File: src/rtl/ex_mem_reg.sv
// EX/MEM pipeline register with the architectural NZCV flag register.
// flags_byp exposes next-edge flag values so a conditional branch in EX sees them early.
module ex_mem_reg #(
  parameter int WIDTH = 64,
  parameter int RBITS = 5
) (
  input  logic             clk,
  input  logic             reset_n,
  input  logic             stall,
  input  logic             flush,
  input  logic             ex_valid,
  input  logic [2:0]       ex_cntrl,
  input  logic [WIDTH-1:0] ex_result,
  input  logic             ex_cout,
  input  logic             ex_cin_msb,
  input  logic             ex_setflags,
  input  logic             ex_regwrite,
  input  logic             ex_memread,
  input  logic             ex_memwrite,
  input  logic [RBITS-1:0] ex_rd,
  input  logic [WIDTH-1:0] ex_store_data,
  output logic             mem_valid,
  output logic             mem_regwrite,
  output logic             mem_memread,
  output logic             mem_memwrite,
  output logic [WIDTH-1:0] mem_result,
  output logic [RBITS-1:0] mem_rd,
  output logic [WIDTH-1:0] mem_store_data,
  output logic             flag_n,
  output logic             flag_z,
  output logic             flag_c,
  output logic             flag_v,
  output logic [3:0]       flags_byp
);

  // Pipeline control: flush turns the incoming slot into a bubble (data held) and
  // outranks stall; stall alone freezes everything; otherwise the stage advances.
  logic       advance;
  logic       flag_upd;
  logic [3:0] flags_q;
  logic [3:0] flags_nxt;

  assign advance  = !stall && !flush;
  assign flag_upd = advance && ex_valid && ex_setflags;

  // flags_q / flags_nxt are packed {N, Z, C, V}.
  always_comb begin
    flags_nxt    = flags_q;
    flags_nxt[3] = ex_result[WIDTH-1];
    flags_nxt[2] = (ex_result == '0);
    case (ex_cntrl)
      3'b010, 3'b011: begin
        flags_nxt[1] = ex_cout;
        flags_nxt[0] = ex_cout ^ ex_cin_msb;
      end
      3'b100, 3'b101, 3'b110: begin
        flags_nxt[1] = 1'b0;
        flags_nxt[0] = 1'b0;
      end
      default: ;  // pass-B and shift keep C and V
    endcase
  end

  assign flags_byp = flag_upd ? flags_nxt : flags_q;
  assign flag_n    = flags_q[3];
  assign flag_z    = flags_q[2];
  assign flag_c    = flags_q[1];
  assign flag_v    = flags_q[0];

  always_ff @(posedge clk or negedge reset_n) begin
    if (!reset_n) begin
      mem_valid      <= 1'b0;
      mem_regwrite   <= 1'b0;
      mem_memread    <= 1'b0;
      mem_memwrite   <= 1'b0;
      mem_result     <= '0;
      mem_rd         <= '0;
      mem_store_data <= '0;
    end else if (flush) begin
      mem_valid      <= 1'b0;
      mem_regwrite   <= 1'b0;
      mem_memread    <= 1'b0;
      mem_memwrite   <= 1'b0;
    end else if (!stall) begin
      mem_valid      <= ex_valid;
      // writes to the zero register (index 31) are dropped here
      mem_regwrite   <= ex_regwrite && ex_valid && (ex_rd != RBITS'(31));
      mem_memread    <= ex_memread && ex_valid;
      mem_memwrite   <= ex_memwrite && ex_valid;
      mem_result     <= ex_result;
      mem_rd         <= ex_rd;
      mem_store_data <= ex_store_data;
    end
  end

  always_ff @(posedge clk or negedge reset_n) begin
    if (!reset_n)
      flags_q <= 4'b0000;
    else if (flag_upd)
      flags_q <= flags_nxt;
  end

endmodule

File: config.mk
export PLATFORM = sky130hd
export DESIGN_NAME = ex_mem_reg
export DESIGN_NICKNAME = d
export VERILOG_FILES = /design/src/rtl/ex_mem_reg.sv
export SDC_FILE = /design/constraint.sdc
export NUM_CORES = 1
export LEC_CHECK = 0
export ABC_AREA = 1
export CAP_MARGIN = 20
export CORE_MARGIN = 2
export CORE_UTILIZATION = 33
export DETAILED_ROUTE_END_ITERATION = 12
export PLACE_DENSITY = 0.79
export SLEW_MARGIN = 10
export SYNTH_ARGS = -nofsm -noshare
export SYNTH_HDL_FRONTEND = slang
export SYNTH_SLANG_ARGS = --single-unit
File: constraint.sdc
create_clock -name clk -period 2.2 [get_ports clk]
set_input_delay 0.44 -clock clk [delete_from_list [all_inputs] [get_ports clk]]
set_output_delay 0.44 -clock clk [all_outputs]
set_load 0.005 [all_outputs]
==> metrics.md <==
| Metric | Value |
|---|---|
| Synth Area per Inst | `15.33 µm²` |
| Die Wd | `136.5 µm` |
| Mux cell area share after synthesis | `30.38%` |
| Drt total wl | `16560 µm` |
| Share of cells above drive strength 1 | `29.97%` |
| Worst VDD drop | `505.5 µV` |
| Register-to-register setup slack | `1.40 ns` |
| Core area | `17240 µm²` |
| Clock skew | `0 ns` |
| Reg2reg end | `mem_result[7]` |
| Fmax | `0.4654 GHz` |
| Slew @ Worst Pin | `0.4848 ns` |
| Worst min path class | `in2async` |
| CTS sink count | `141` |
| Highest-count cells in the layout ignoring fill and taps | `clkdlybuf4s50_1, dfrtp_1, mux2_4` |
| Pwr Density | `825.2 nW/µm²` |
| Slew margin rel. | `67.68%` |
| DP Wirelength | `12140 µm` |
| Routed vias/inst | `4.557` |
| RSZ-0062 raised after global routing | `yes` |
| Number of nets in the layout | `849` |
| # setup viols final | `0` |
| Critical path peak fanout | `2` |
| Final period util | `97.68%` |
| Startpoint types | `primary input` |
| Status | `finished, final reports clean` |
| Worst-Skew Late Latency | `0.41 ns` |
| CP Capture Type | `output pin` |
| Multi-input logic area | `2176 µm²` |
| First-pass GRT wire length | `25270 µm` |
| Static Leakage | `4.425 nW` |
| Worst r2r src | `mem_result[7]` |
| #FFs+latches synth | `141` |
| Routed via count | `4284` |
| CTS max path bufs | `2` |
| Clk pin slew, worst setup/hold paths | `0.06 ns` |
| Seq/Total Area, Yosys | `60.88%` |
| R2R cell count | `1` |
| Drt wl/cell | `17.62 µm` |
| Synth Area in Simple Gates | `5.354%` |
| CP Class | `in2out` |
| Total CTS buffers | `17` |
| Routability cong. | `0.8473` |
| Fin worst setup slack | `0.05113 ns` |
| Core Rows | `48` |
| Number of global-route vias before repair | `4770` |
| Root buf cell | `clkbuf_16` |
| Crit path DAT | `1.71 ns` |
| Final min period | `2.149 ns` |
| Cell variety after synth | `17` |
| Die Area | `18640 µm²` |
| Synth warnings | `0` |
| GRT Resource Usage Total | `17.76%` |
| Synth Instances | `378` |
| Post-route insts no fill | `940` |
| Fillers | `1350` |
| Post-Place Worst Slack | `-0.4103 ns` |
| Initial antenna violation count | `1` |
| Required time worst endpoint | `1.76 ns` |
| Area taken by flip-flops and latches | `3528 µm²` |
| # H-tree levels | `4` |
| Main combinational cell family by area after synthesis | `multiplexers` |
| Ports | `292` |
| Compound-cell area share of the yosys netlist | `0.7772%` |
| XOR/XNOR Fraction of Synth Area | `0.1511%` |
| Area growth, synth to finish | `69.93%` |
| Commonest non-fill, non-tap cell in the layout | `clkdlybuf4s50_1` |
| Chip height | `136.5 µm` |
| TritonCTS clock tree | `built` |
| Port bufs | `291` |
| Largest net degree at the start of global routing | `76` |
| Post-Synthesis Net Count | `525` |
| Pre-antenna DRT Iters | `5` |
| Final antenna-violating net count | `0` |
| Adder-cell share of the synthesized area | `0%` |
| Starting DRT DRC Count | `159` |
| Initial Utilization | `33.62%` |
| Hold Fails Final Rpt | `0` |
| Gr ovfl total | `0` |
| Placed insts | `905` |
| Remaining routing DRC violations | `0` |
| Cell Area, Synth | `5796 µm²` |
| Slew Limit Fails | `0` |
| Max-cap viol count | `0` |
==> sequential cells by signal, indices dropped and copies added, names as in the netlist <==
name and flops:
flags_q 4, mem_memread 1, mem_memwrite 1, mem_rd 5, mem_regwrite 1, mem_result 64
mem_store_data 64, mem_valid 1
==> power breakdown <==
part,switching (mW),internal (mW)
combinational,0.550,1.31
sequential,0.221,2.97
clock,1.08,1.99
==> Yosys cell counts <==
master    instances  area, µm²
dfrtp_1         141       3528
mux2_4           70       1051
mux2_2           63      709.4
nor2_1           41      153.9
nand2_1          27      101.4
buf_6             8      90.09
buf_2             6      30.03
inv_1             5      18.77
nand3_1           5      25.02
nand4_1           3      18.77
a32o_1            2      20.02
o22ai_1           2      12.51
a21oi_1           1      5.000
inv_2             1      3.750
nor2_4            1      11.26
o211ai_1          1      7.510
xnor2_1           1      8.760
==> layer usage <==
metal / vias up / global-route usage [%] / part of all wire (%)
li1: 1952 / - / -
met1: 2105 / 20.38 / 37
met2: 209 / 29.39 / 50
met3: 18 / 8.259 / 11
met4: 0 / 5.729 / 1.2
met5: - / 0 / 0
==> critical path, stage by stage <==
cell             delay (ns)
clkdlybuf4s50_1        0.42
nor2_1                 0.09
nand2_1                0.07
nor2_2                 0.17
nand2_1                0.09
nor2_2                 0.08
nand3_1                0.07
nand2_1                0.08
clkdlybuf4s15_2        0.20
==> worst max path at each step <==
stage                     slack [ns]  cells past startpoint     startpoint           end
after floorplan                 0.65                      6          flush  flags_byp[0]
after global placement         -0.43                     10   ex_result[0]  flags_byp[2]
after detailed placement       -0.41                     10   ex_result[0]  flags_byp[2]
after CTS                     0.0006                      9  ex_result[42]  flags_byp[2]
after global routing           -0.05                      9  ex_result[24]  flags_byp[2]
final                           0.05                      9  ex_result[37]  flags_byp[2]
==> metrics by stage <==
step	util (%)	TNS [ns]	hold slack, ns	area (µm²)	total power [mW]
after floorplan	-	0	0.1444	5796	3.806
after global placement	52.77	-17.35	0.4712	9096	5.059
after detailed placement	52.77	-22.89	0.4735	9096	5.114
after CTS	56.72	0	0.02605	9777	8.232
after global routing	57.14	-0.05110	0.03472	9848	8.499
final	57.14	0	0.01155	9848	8.127
==> area by class of cell <==
type | instances | share of cell area, %
multi-input combinational | 217 | 22.09
sequential | 141 | 35.83
antenna | 1 | 0.02541
inverter | 6 | 0.2541
timing repair buffer | 319 | 32.51
clock inverter | 9 | 1.614
clock buffer | 22 | 4.815
tap | 225 | 2.859
==> what timing repair did <==
item / CTS / global route
gates resized for setup: 25 / 38
pin swaps: 5 / 22
buffers inserted: 3 / 0
hold buffers: 0 / 0
endpoints found under the setup margin: 4 / 4
cloned: 0 / 0
==> logic make-up after synthesis <==
group	after synthesis
compound gates	6
xor+xnor	1
buf+inv	20
flops	141
mux	133
simple gates	77
Power figures use the tool's default switching activity.
